## config.mk

```make
export PLATFORM = sky130hd
export DESIGN_NAME = wsi_sample_unpacker_flat
export DESIGN_NICKNAME = d
export VERILOG_FILES = /design/src/rtl/wsi_unpack_pkg.sv /design/src/rtl/wsi_sample_unpacker_if.sv /design/src/rtl/wsi_unpack_fifo.sv /design/src/rtl/wsi_sample_unpacker.sv /design/src/flat_wrapper.sv
export SDC_FILE = /design/constraint.sdc
export NUM_CORES = 1
export LEC_CHECK = 0
export CAP_MARGIN = 10
export CORE_AREA = 2 2 163 165
export CTS_CLUSTER_SIZE = 12
export DETAILED_ROUTE_END_ITERATION = 8
export DIE_AREA = 0 0 165 167
export GPL_TIMING_DRIVEN = 0
export SETUP_SLACK_MARGIN = 0.2
export SLEW_MARGIN = 20
export SYNTH_ARGS = -nofsm -noshare
export SYNTH_HDL_FRONTEND = slang
export SYNTH_SLANG_ARGS = --single-unit
```

## constraint.sdc

```tcl
create_clock -name dif_Clk -period 2.2 [get_ports dif_Clk]
set_input_delay 0.22 -clock dif_Clk [delete_from_list [all_inputs] [get_ports dif_Clk]]
set_output_delay 0.22 -clock dif_Clk [all_outputs]
set_load 0.03 [all_outputs]
```

## src/rtl/wsi_unpack_pkg.sv

```systemverilog
// Shared definitions for the WSI sample unpacker.
// Holds the WSI command codes, bus widths, the FIFO entry layout, the FSM state
// encoding and the sample formatting helper.
package wsi_unpack_pkg;

   localparam int MCMD_W  = 3;
   localparam int BLEN_W  = 12;
   localparam int IN_DW   = 32;
   localparam int OUT_DW  = 18;
   localparam int SAMP_W  = 16;
   localparam int FIFO_EW = 47;

   localparam logic [MCMD_W-1:0] MCMD_IDLE = 3'b000;
   localparam logic [MCMD_W-1:0] MCMD_WR   = 3'b001;

   typedef enum logic [1:0] {
      ST_IDLE = 2'd0,
      ST_LO   = 2'd1,
      ST_HI   = 2'd2
   } state_e;

   // {MReqLast, MBurstPrecise, MBurstLength, MData, MReqInfo} = 47 bits
   typedef struct packed {
      logic              req_last;
      logic              burst_precise;
      logic [BLEN_W-1:0] burst_len;
      logic [IN_DW-1:0]  data;
      logic              req_info;
   } fifo_entry_t;

   // 16-bit sample left-justified on the 18-bit receiver path
   function automatic logic [OUT_DW-1:0] fmt_sample(input logic [SAMP_W-1:0] s);
      return {s, 2'b00};
   endfunction

endpackage

```

## src/rtl/wsi_sample_unpacker_if.sv

```systemverilog
// WSI request/backpressure bundle used on both sides of the unpacker.
// Parameter DW sets the MData width (32 on the input side, 18 on the output).
// Ports (master view): MCmd, MReqLast, MBurstPrecise, MBurstLength, MData,
// MReqInfo driven by the master; SThreadBusy driven by the slave.
interface wsi_sample_unpacker_if #(
   parameter int DW = 32
);
   import wsi_unpack_pkg::*;

   logic [MCMD_W-1:0] MCmd;
   logic              MReqLast;
   logic              MBurstPrecise;
   logic [BLEN_W-1:0] MBurstLength;
   logic [DW-1:0]     MData;
   logic              MReqInfo;
   logic              SThreadBusy;

   modport master (
      output MCmd, MReqLast, MBurstPrecise, MBurstLength, MData, MReqInfo,
      input  SThreadBusy
   );

   modport slave (
      input  MCmd, MReqLast, MBurstPrecise, MBurstLength, MData, MReqInfo,
      output SThreadBusy
   );

endinterface

```

## src/rtl/wsi_unpack_fifo.sv

```systemverilog
// Synchronous word FIFO for the sample unpacker.
// Ports:
//   clk, rst_n   clock, asynchronous active-low reset
//   wr_en/wr_data  push (ignored when full, contents stay intact)
//   rd_en/rd_data  pop (rd_data is the head entry, valid when not empty)
//   count, full, empty  occupancy from the current count
//   almost_full  registered (count >= DEPTH-1); held 1 during reset so the
//                upstream stalls until the first clock after release
module wsi_unpack_fifo
   import wsi_unpack_pkg::*;
#(
   parameter int DEPTH = 4,
   parameter int AW    = 2
) (
   input  logic        clk,
   input  logic        rst_n,
   input  logic        wr_en,
   input  fifo_entry_t wr_data,
   input  logic        rd_en,
   output fifo_entry_t rd_data,
   output logic [AW:0] count,
   output logic        full,
   output logic        almost_full,
   output logic        empty
);

   fifo_entry_t   mem_q [DEPTH];
   logic [AW-1:0] wr_ptr_q, wr_ptr_d;
   logic [AW-1:0] rd_ptr_q, rd_ptr_d;
   logic [AW:0]   count_q, count_d;
   logic          almost_full_q, almost_full_d;
   logic          wr_ok, rd_ok;

   assign full  = (count_q == (AW+1)'(DEPTH));
   assign empty = (count_q == '0);
   assign wr_ok = wr_en & ~full;
   assign rd_ok = rd_en & ~empty;

   always_comb begin
      wr_ptr_d = wr_ptr_q;
      rd_ptr_d = rd_ptr_q;
      count_d  = count_q;
      // pointers are AW bits wide, so they wrap modulo DEPTH on their own
      if (wr_ok) wr_ptr_d = wr_ptr_q + 1'b1;
      if (rd_ok) rd_ptr_d = rd_ptr_q + 1'b1;
      case ({wr_ok, rd_ok})
         2'b10:   count_d = count_q + 1'b1;
         2'b01:   count_d = count_q - 1'b1;
         default: count_d = count_q;
      endcase
      almost_full_d = (count_d >= (AW+1)'(DEPTH-1));
   end

   always_ff @(posedge clk or negedge rst_n) begin
      if (!rst_n) begin
         wr_ptr_q      <= '0;
         rd_ptr_q      <= '0;
         count_q       <= '0;
         almost_full_q <= 1'b1;
      end else begin
         wr_ptr_q      <= wr_ptr_d;
         rd_ptr_q      <= rd_ptr_d;
         count_q       <= count_d;
         almost_full_q <= almost_full_d;
      end
   end

   // storage only; validity is tracked by the pointers and count
   always_ff @(posedge clk) begin
      if (wr_ok) mem_q[wr_ptr_q] <= wr_data;
   end

   assign rd_data     = mem_q[rd_ptr_q];
   assign count       = count_q;
   assign almost_full = almost_full_q;

endmodule

```

## src/rtl/wsi_sample_unpacker.sv

```systemverilog
// Splits a WSI stream of 32-bit words (two 16-bit samples each) into an
// 18-bit WSI stream carrying one sample per cycle as {sample, 2'b00}, keeping
// message framing (length doubled, ReqLast on the final sample, ReqInfo copied).
// Ports:
//   dif_Clk       sole clock
//   dif_MReset_n  asynchronous active-low reset
//   in_wsi        slave side, 32-bit words in, SThreadBusy out
//   out_wsi       master side, 18-bit samples out, SThreadBusy in
// Build option: UNPACK_HI_FIRST_EN emits MData[31:16] first and attaches
// ReqLast to the MData[15:0] sample; latency is the same in both builds.
//
// state   | meaning
// --------+----------------------------------------------------------
// ST_IDLE | FIFO empty, waiting for a word
// ST_LO   | presenting MData[15:0] of the head word
// ST_HI   | presenting MData[31:16] of the head word
// The half presented second is the one that pops the word.
module wsi_sample_unpacker
   import wsi_unpack_pkg::*;
#(
   parameter int FIFO_DEPTH = 4,
   parameter int FIFO_AW    = 2
) (
   input logic                   dif_Clk,
   input logic                   dif_MReset_n,
   wsi_sample_unpacker_if.slave  in_wsi,
   wsi_sample_unpacker_if.master out_wsi
);

`ifdef UNPACK_HI_FIRST_EN
   localparam state_e FIRST_ST = ST_HI;
   localparam state_e LAST_ST  = ST_LO;
`else
   localparam state_e FIRST_ST = ST_LO;
   localparam state_e LAST_ST  = ST_HI;
`endif

   state_e            state_q, state_d;
   fifo_entry_t       wr_entry, rd_entry;
   logic              in_wr, fifo_rd;
   logic              fifo_full, fifo_almost_full, fifo_empty;
   logic [FIFO_AW:0]  fifo_count;
   logic              more_words;
   logic [SAMP_W-1:0] cur_samp;
   logic              cur_last;

   logic [MCMD_W-1:0] out_cmd_q, out_cmd_d;
   logic              out_last_q, out_last_d;
   logic              out_precise_q, out_precise_d;
   logic [BLEN_W-1:0] out_len_q, out_len_d;
   logic [OUT_DW-1:0] out_data_q, out_data_d;
   logic              out_info_q, out_info_d;

   assign in_wr = (in_wsi.MCmd == MCMD_WR);

   always_comb begin
      wr_entry.req_last      = in_wsi.MReqLast;
      wr_entry.burst_precise = in_wsi.MBurstPrecise;
      wr_entry.burst_len     = in_wsi.MBurstLength;
      wr_entry.data          = in_wsi.MData;
      wr_entry.req_info      = in_wsi.MReqInfo;
   end

   wsi_unpack_fifo #(
      .DEPTH (FIFO_DEPTH),
      .AW    (FIFO_AW)
   ) u_fifo (
      .clk         (dif_Clk),
      .rst_n       (dif_MReset_n),
      .wr_en       (in_wr),
      .wr_data     (wr_entry),
      .rd_en       (fifo_rd),
      .rd_data     (rd_entry),
      .count       (fifo_count),
      .full        (fifo_full),
      .almost_full (fifo_almost_full),
      .empty       (fifo_empty)
   );

   // A word arriving on the same edge as the pop keeps the stream gapless.
   assign more_words = (fifo_count > (FIFO_AW+1)'(1)) | (in_wr & ~fifo_full);

   always_comb begin
      state_d       = state_q;
      fifo_rd       = 1'b0;
      out_cmd_d     = MCMD_IDLE;
      out_last_d    = out_last_q;
      out_precise_d = out_precise_q;
      out_len_d     = out_len_q;
      out_data_d    = out_data_q;
      out_info_d    = out_info_q;
      cur_samp      = (state_q == ST_HI) ? rd_entry.data[IN_DW-1:SAMP_W]
                                         : rd_entry.data[SAMP_W-1:0];
      cur_last      = (state_q == LAST_ST);

      case (state_q)
         ST_IDLE: begin
            if (!fifo_empty) state_d = FIRST_ST;
         end
         ST_LO, ST_HI: begin
            if (!out_wsi.SThreadBusy) begin
               out_cmd_d     = MCMD_WR;
               out_data_d    = fmt_sample(cur_samp);
               out_last_d    = cur_last & rd_entry.req_last;
               out_len_d     = {rd_entry.burst_len[BLEN_W-2:0], 1'b0};
               // doubling a length >= 2048 words overflows 12 bits
               out_precise_d = rd_entry.burst_precise & ~rd_entry.burst_len[BLEN_W-1];
               out_info_d    = rd_entry.req_info;
               if (cur_last) begin
                  fifo_rd = 1'b1;
                  state_d = more_words ? FIRST_ST : ST_IDLE;
               end else begin
                  state_d = LAST_ST;
               end
            end
         end
         default: state_d = ST_IDLE;
      endcase
   end

   always_ff @(posedge dif_Clk or negedge dif_MReset_n) begin
      if (!dif_MReset_n) begin
         state_q       <= ST_IDLE;
         out_cmd_q     <= MCMD_IDLE;
         out_last_q    <= 1'b0;
         out_precise_q <= 1'b0;
         out_len_q     <= '0;
         out_data_q    <= '0;
         out_info_q    <= 1'b0;
      end else begin
         state_q       <= state_d;
         out_cmd_q     <= out_cmd_d;
         out_last_q    <= out_last_d;
         out_precise_q <= out_precise_d;
         out_len_q     <= out_len_d;
         out_data_q    <= out_data_d;
         out_info_q    <= out_info_d;
      end
   end

   assign in_wsi.SThreadBusy    = fifo_almost_full;
   assign out_wsi.MCmd          = out_cmd_q;
   assign out_wsi.MReqLast      = out_last_q;
   assign out_wsi.MBurstPrecise = out_precise_q;
   assign out_wsi.MBurstLength  = out_len_q;
   assign out_wsi.MData         = out_data_q;
   assign out_wsi.MReqInfo      = out_info_q;

endmodule

```

## src/flat_wrapper.sv

```systemverilog
// flat-port wrapper written by rule: the top's interface ports become plain ports
module wsi_sample_unpacker_flat import wsi_unpack_pkg::*;
#(
   parameter int FIFO_DEPTH = 4,
   parameter int FIFO_AW    = 2
)
  (dif_Clk, dif_MReset_n, in_wsi_MCmd, in_wsi_MReqLast, in_wsi_MBurstPrecise, in_wsi_MBurstLength, in_wsi_MData, in_wsi_MReqInfo, in_wsi_SThreadBusy, out_wsi_MCmd, out_wsi_MReqLast, out_wsi_MBurstPrecise, out_wsi_MBurstLength, out_wsi_MData, out_wsi_MReqInfo, out_wsi_SThreadBusy);
  wsi_sample_unpacker_if #(.DW(32)) in_wsi_i ();
  wsi_sample_unpacker_if #(.DW(18)) out_wsi_i ();
  input logic dif_Clk;
  input logic dif_MReset_n;
  input wire logic [$bits(in_wsi_i.MCmd)-1:0] in_wsi_MCmd;
  input wire logic [$bits(in_wsi_i.MReqLast)-1:0] in_wsi_MReqLast;
  input wire logic [$bits(in_wsi_i.MBurstPrecise)-1:0] in_wsi_MBurstPrecise;
  input wire logic [$bits(in_wsi_i.MBurstLength)-1:0] in_wsi_MBurstLength;
  input wire logic [$bits(in_wsi_i.MData)-1:0] in_wsi_MData;
  input wire logic [$bits(in_wsi_i.MReqInfo)-1:0] in_wsi_MReqInfo;
  output wire logic [$bits(in_wsi_i.SThreadBusy)-1:0] in_wsi_SThreadBusy;
  output wire logic [$bits(out_wsi_i.MCmd)-1:0] out_wsi_MCmd;
  output wire logic [$bits(out_wsi_i.MReqLast)-1:0] out_wsi_MReqLast;
  output wire logic [$bits(out_wsi_i.MBurstPrecise)-1:0] out_wsi_MBurstPrecise;
  output wire logic [$bits(out_wsi_i.MBurstLength)-1:0] out_wsi_MBurstLength;
  output wire logic [$bits(out_wsi_i.MData)-1:0] out_wsi_MData;
  output wire logic [$bits(out_wsi_i.MReqInfo)-1:0] out_wsi_MReqInfo;
  input wire logic [$bits(out_wsi_i.SThreadBusy)-1:0] out_wsi_SThreadBusy;
  assign in_wsi_i.MCmd = in_wsi_MCmd;
  assign in_wsi_i.MReqLast = in_wsi_MReqLast;
  assign in_wsi_i.MBurstPrecise = in_wsi_MBurstPrecise;
  assign in_wsi_i.MBurstLength = in_wsi_MBurstLength;
  assign in_wsi_i.MData = in_wsi_MData;
  assign in_wsi_i.MReqInfo = in_wsi_MReqInfo;
  assign in_wsi_SThreadBusy = in_wsi_i.SThreadBusy;
  assign out_wsi_MCmd = out_wsi_i.MCmd;
  assign out_wsi_MReqLast = out_wsi_i.MReqLast;
  assign out_wsi_MBurstPrecise = out_wsi_i.MBurstPrecise;
  assign out_wsi_MBurstLength = out_wsi_i.MBurstLength;
  assign out_wsi_MData = out_wsi_i.MData;
  assign out_wsi_MReqInfo = out_wsi_i.MReqInfo;
  assign out_wsi_i.SThreadBusy = out_wsi_SThreadBusy;
  wsi_sample_unpacker #(.FIFO_DEPTH(FIFO_DEPTH), .FIFO_AW(FIFO_AW)) u_core (.dif_Clk(dif_Clk), .dif_MReset_n(dif_MReset_n), .in_wsi(in_wsi_i), .out_wsi(out_wsi_i));
endmodule
```

Yosys cells after proc, flatten, opt, wreduce, memory -nomap -nowiden --
Memory sizes are Yosys's and may differ from the RTL's. Index checks and enable logic that the tools add are counted.
Word-level totals: word-level logic and storage cells 54, memory bits (writable) 188, latch bits 0, register bits 43, memories kept 1, output and inout port bits 37, ROM bits 0
Cells by class: divide/modulo/power cells 0, muxes and demuxes 14, shifts and indexed selects 0, bitwise operators 9, add/subtract/negate cells 4, $lt $le $gt $ge 2, reductions and logical operators 5, equality and inequality tests 8, $mul 0
Memories:
- u_core.u_fifo.mem_q | depth 4, width 47, rd ports 1, clocked after Yosys merged registers in 0, write ports 1, line wsi_unpack_fifo.sv:27 | fifo_entry_t mem_q [DEPTH];
Operators by type and width (count):
- $mux 16 | 1
- $mux 1 | 7
- $mux 2 | 3
- $pmux 3 s2 | 1
- $add 2x1->2 const B | 2
- $and 1x1->1 | 4
- $eq 2x1->1 const B | 2
- $eq 2x2->1 const B | 2
- $ne 2x2->1 const B | 2
- $not 1->1 | 4
- $pmux 2 s2 | 1
- $reduce_and 2->1 | 2
- $add 3x1->3 const B | 1
- $eq 3x1->1 const B | 1
- $eq 3x3->1 const B | 1
- $ge 3x2->1 const B | 1
- $gt 3x1->1 const B | 1
- $logic_not 3->1 | 1
- $mux 3 | 1
- $sub 3x1->3 const B | 1
- $logic_not 2->1 | 1
- $reduce_or 2->1 | 1
- $or 1x1->1 | 1

Depth between registers and ports, before layout --
word-level depth 8, depth in mapped cells 10, mapped depth without buffers 9

Modules after synthesis --
Synthesis repeated with hierarchy kept, for this count alone.
Unflattened totals: cell total of the unflattened synthesis 414, area total of the unflattened synthesis 8842.2 µm²
By module, submodules not included:
- wsi_unpack_fifo | times used 1, area an instance 7253.2 µm², sequential area each 5846.9 µm², cells each 284
- wsi_sample_unpacker | times used 1, area an instance 1589.0 µm², sequential area each 825.8 µm², cells each 130

Worst setup path before layout --
OpenSTA, ideal clock, no wires.
kind register to register, from register u_core.u_fifo.count_q[0] (netlist: u_core.u_fifo.count[0]), to memory u_core.u_fifo.mem_q[0][0] (netlist bit) (enable), clock period less this slack 2.378 ns, data arrival time 1.968 ns, stages on the path, launching flop included 5, library setup time 0.409 ns, slack -0.178 ns, path buffers 0, data required time 1.791 ns, cells stage by stage dfrtp_1 -> inv_1 -> ha_1 -> nand2_1 -> and3_1
Between the ends: cells in the longest elaborated chain, start to end 5
Ends and longest elaborated chain:
- start: declaration | line wsi_unpack_fifo.sv:30 | logic [AW:0] count_q, count_d;
- start signal: assignment | line wsi_unpack_fifo.sv:63 | count_q <= count_d;
- $eq 3x3->1 | line wsi_unpack_fifo.sv:34 | assign full = (count_q == (AW+1)'(DEPTH));
- $not 1->1 | line wsi_unpack_fifo.sv:36 | assign wr_ok = wr_en & ~full;
- $and 1x1->1 | line wsi_unpack_fifo.sv:36
- $mux 1 | line wsi_unpack_fifo.sv:70 | if (wr_ok) mem_q[wr_ptr_q] <= wr_data;
- $mux 1 (implied by the code) | line wsi_unpack_fifo.sv:70
- end: declaration | line wsi_unpack_fifo.sv:27
No other way between the ends.

Worst setup path after layout --
from register u_core.state_q[0], to register u_core.u_fifo.almost_full_q (netlist: u_core.u_fifo.almost_full)
Between the ends: cells in the longest elaborated chain, start to end 8, elaborated cells between the ends (all ways) 11
Ends and longest elaborated chain:
- start: declaration | line wsi_sample_unpacker.sv:38 | state_e state_q, state_d;
- start signal: assignment | line wsi_sample_unpacker.sv:131 | state_q <= state_d;
- $eq 2x2->1 | line wsi_sample_unpacker.sv:94, wsi_sample_unpacker.sv:96
- $mux 1 | line wsi_sample_unpacker.sv:109 | if (cur_last) begin
- $mux 1 | line wsi_sample_unpacker.sv:101 | if (!out_wsi.SThreadBusy) begin
- $mux 1 * | line wsi_sample_unpacker.sv:96 | case (state_q)
- $and 1x1->1 * | line wsi_unpack_fifo.sv:37 | assign rd_ok = rd_en & ~empty;
- named net u_core.u_fifo.rd_ok | line wsi_unpack_fifo.sv:32 | logic wr_ok, rd_ok;
- $eq 2x1->1 / $eq 2x2->1 (equally long branches) | line wsi_unpack_fifo.sv:46 | case ({wr_ok, rd_ok})
- $pmux 3 s2 * | line wsi_unpack_fifo.sv:46
- $ge 3x2->1 * | line wsi_unpack_fifo.sv:51 | almost_full_d = (count_d >= (AW+1)'(DEPTH-1));
- named net u_core.u_fifo.almost_full_d | line wsi_unpack_fifo.sv:31 | logic almost_full_q, almost_full_d;
- end signal: assignment | line wsi_unpack_fifo.sv:64 | almost_full_q <= almost_full_d;
- end: declaration | line wsi_unpack_fifo.sv:31
The timed path passes the listed nets; every way through them passes the cells marked *. A chain may end at the register's enable or synchronous reset.

==> summary.txt <==
First-pass GRT wire length = 27.47 mm
H-tree Lvls = 1
Total power = 13.27 mW
Dpl ws = -0.4006 ns
Number of fill cells = 2228
DIE AREA = 27560 sq um
Via Count = 4462
Drt pass-1 iters = 5
Leakage = 3.837 nW
Slew Limit Fails = 0
Initial core utilization = 34.43%
Count leader, synth = edfxtp_1
Synth cell types = 42
GRT Total Usage = 13.20%
Data arrival time of the worst path = 2.37 ns
Largest net degree at the start of global routing = 48
# clock sinks = 229
Top post-synthesis cells by count = edfxtp_1, nand2_1, mux4_2, dfrtp_1, mux2i_1
Inserted Clock Buffers = 24
Post-route worst setup slack = 0.2289 ns
CTS tree = yes
Cells after synthesis = 460
Seq cells post-synth = 229
Actual slew at the worst max-slew pin = 0.8000 ns
Final Net Count = 648
Row Count = 59
Yosys top cell area share = 63.64%
I/O Pins = 90
Post-route minimum period = 1.971 ns
Maxcap violations = 0
HPWL Detailed = 10.58 mm
Post-synthesis sequential area ratio = 75.22%
Critical Path RT = 2.60 ns
Root Driver = clkbuf_16
Layout area overhead = 24.54%
Ys Warns = 0
Final core occ = 42.88%
Post-synth EDFFs = 188
Synth async-reset ratio = 17.90%
Final-report hold violation count = 0
CTS max path bufs = 3
Syn Std Cell Area = 8871 sq um
Pwr dens = 1202 nW/um^2
Reg2Reg Launch Point = u_core.state_q[0]$_DFFE_PN0P_
HP Class = primary input to asynchronous set/reset pin
Slew margin rel. = 46.67%
Crit end category = register
Finish-stage setup viols = 0
Clk pin slew, worst setup/hold paths = 0.06 ns
Final period util = 89.59%
Routed len/inst = 18.92 microns
Area contributors post-synth = edfxtp_1, mux4_2, dfrtp_1, nand2_1, ha_1
IR drop worst, VDD = 0.0005730 V
Port Buffers = 84
Post-synth top flop = edfxtp_1
DR DRC count = 0
RD Place Congestion = 0.6782
Initial antenna violation count = 1
DP Cell Count = 883
Area of the multi-input gates = 2069 sq um
Critical path origin = u_core.state_q[0]$_DFFE_PN0P_
Placed inst area = 10160 sq um
Crit Path Category = register to register
Fmax = 507.3 MHz
Share of cells above drive strength 1 = 21.24%
Core outline area = 25760 sq um
Total negative slack = 0 ns
DIE HEIGHT = 167 microns
Register area = 6674 sq um
Initial drt markers = 236
GR Overflow Total = 0
Outcome = complete, no violations
Worst Skew = 0.01905 ns
Routed WL = 17.65 mm
Clk Latency, worst-skew pair = 0.51 ns
# diodes = 0
Chip width = 165 microns
Post-route cell area = 11050 sq um
Biggest area consumer among synthesized cells = edfxtp_1
Finished Layout Cells = 933
Vias in the first global route = 4880
Vias/cell = 4.782
Final ANT Viol Nets = 0
Fin Hold WS = 0.2783 ns
RSZ-0062 raised after global routing = yes
CP Launch Type = register
Synth Area per Inst = 19.28 sq um
Max FO, Critical Path = 3
area by class of cell:
cell class | count | share of cell area, %
clock inverter | 6 | 0.5776
timing repair buffer | 91 | 8.086
multi-input combinational | 197 | 18.73
clock buffer | 37 | 6.059
inverter | 13 | 0.4417
buffer | 25 | 1.903
sequential | 229 | 60.41
tap | 335 | 3.794
cells by family after synthesis:
family,share of synthesized area [%]
adder cells (fa/ha/maj),1.975
flip-flops,75.22
other,0.04227
buffers and inverters,2.623
XOR/XNOR,0.2962
multiplexers,13.60
AO/OA/AOI/OAI,1.989
AND/OR/NAND/NOR,4.259
metal layers:
layer / wire [microns] / GRT usage, % / vias up / part of all wire, %
met3: 1010 / 3.412 / 33 / 5.7
met4: 299 / 2.836 / 2 / 1.7
met1: 7346 / 16.19 / 2287 / 42
li1: - / - / 2024 / -
met2: 8982 / 23.35 / 116 / 51
met5: 11 / 0 / - / 0.062
path summary, 6_finish.rpt:
check                                                               to  depth (start not counted)  slack (ns)
min in group dif_Clk              u_core.u_fifo.mem_q[3][41]$_DFFE_PP_                          1        0.34
max in group asynchronous             u_core.u_fifo.count[0]$_DFF_PN0_                          2        1.44
max                                u_core.u_fifo.almost_full$_DFF_PN1_                          9        0.23
max reg2reg                        u_core.u_fifo.almost_full$_DFF_PN1_                          9        0.23
min reg2reg                u_core.out_wsi.MBurstLength[10]$_DFFE_PN0P_                          2        0.48
min                         u_core.out_wsi.MBurstLength[2]$_DFFE_PN0P_                          2        0.28
where the power goes:
part | internal (mW) | switching (mW) | leakage (nW)
clock network | 2.21 | 1.53 | 0.355
logic | 1.85 | 2.20 | 1.27
registers | 5.24 | 0.251 | 2.21
total | 9.30 | 3.97 | 3.84
worst max-delay path: stages, from the launching register on:
cell and delay (ns):
dfrtp_1 0.36, inv_1 0.07, ha_2 0.20, buf_12 0.12, nand3b_1 0.20, inv_2 0.07
ha_4 0.16, or2_2 0.30, a21boi_2 0.22, o2111ai_2 0.16
sequential cells by signal, indices dropped and copies added, names as in the netlist, 2 cells and up:
signal	count
u_core.u_fifo.count	3
u_core.out_wsi.MData	16
u_core.u_fifo.mem_q	188
u_core.out_wsi.MBurstLength	11
u_core.u_fifo.rd_ptr_q	2
u_core.u_fifo.wr_ptr_q	2
u_core.state_q	2
cells in the final DEF, fill, tap and decap left out, drive strengths merged, types with 2 or more instances in the layout:
| cell type | Yosys | routed |
|---|---|---|
| conb | 1 | 5 |
| clkinv | 0 | 5 |
| dfrtp | 40 | 40 |
| nand2 | 60 | 60 |
| clkbuf | 7 | 43 |
| edfxtp | 188 | 188 |
| mux2i | 17 | 17 |
| ha | 14 | 14 |
| inv | 13 | 13 |
| mux2 | 2 | 2 |
| nand3b | 3 | 3 |
| a21oi | 2 | 2 |
| o21ai | 18 | 18 |
| buf | 18 | 26 |
| nor2b | 2 | 2 |
| mux4 | 45 | 45 |
| xnor2 | 3 | 3 |
| nand3 | 2 | 2 |
| nand2b | 2 | 2 |
| clkdlybuf4s50 | 0 | 83 |
| and3 | 5 | 5 |
| nor3b | 3 | 3 |
repair_timing:
item,in CTS,in global routing
hold buffers,1,0
buffers inserted,3,3
setup endpoints to repair,222,132
endpoints found under the hold margin,40,0
resized for setup,11,21
pin swaps,1,6
No activity file was read; power rests on OpenSTA's default activity.
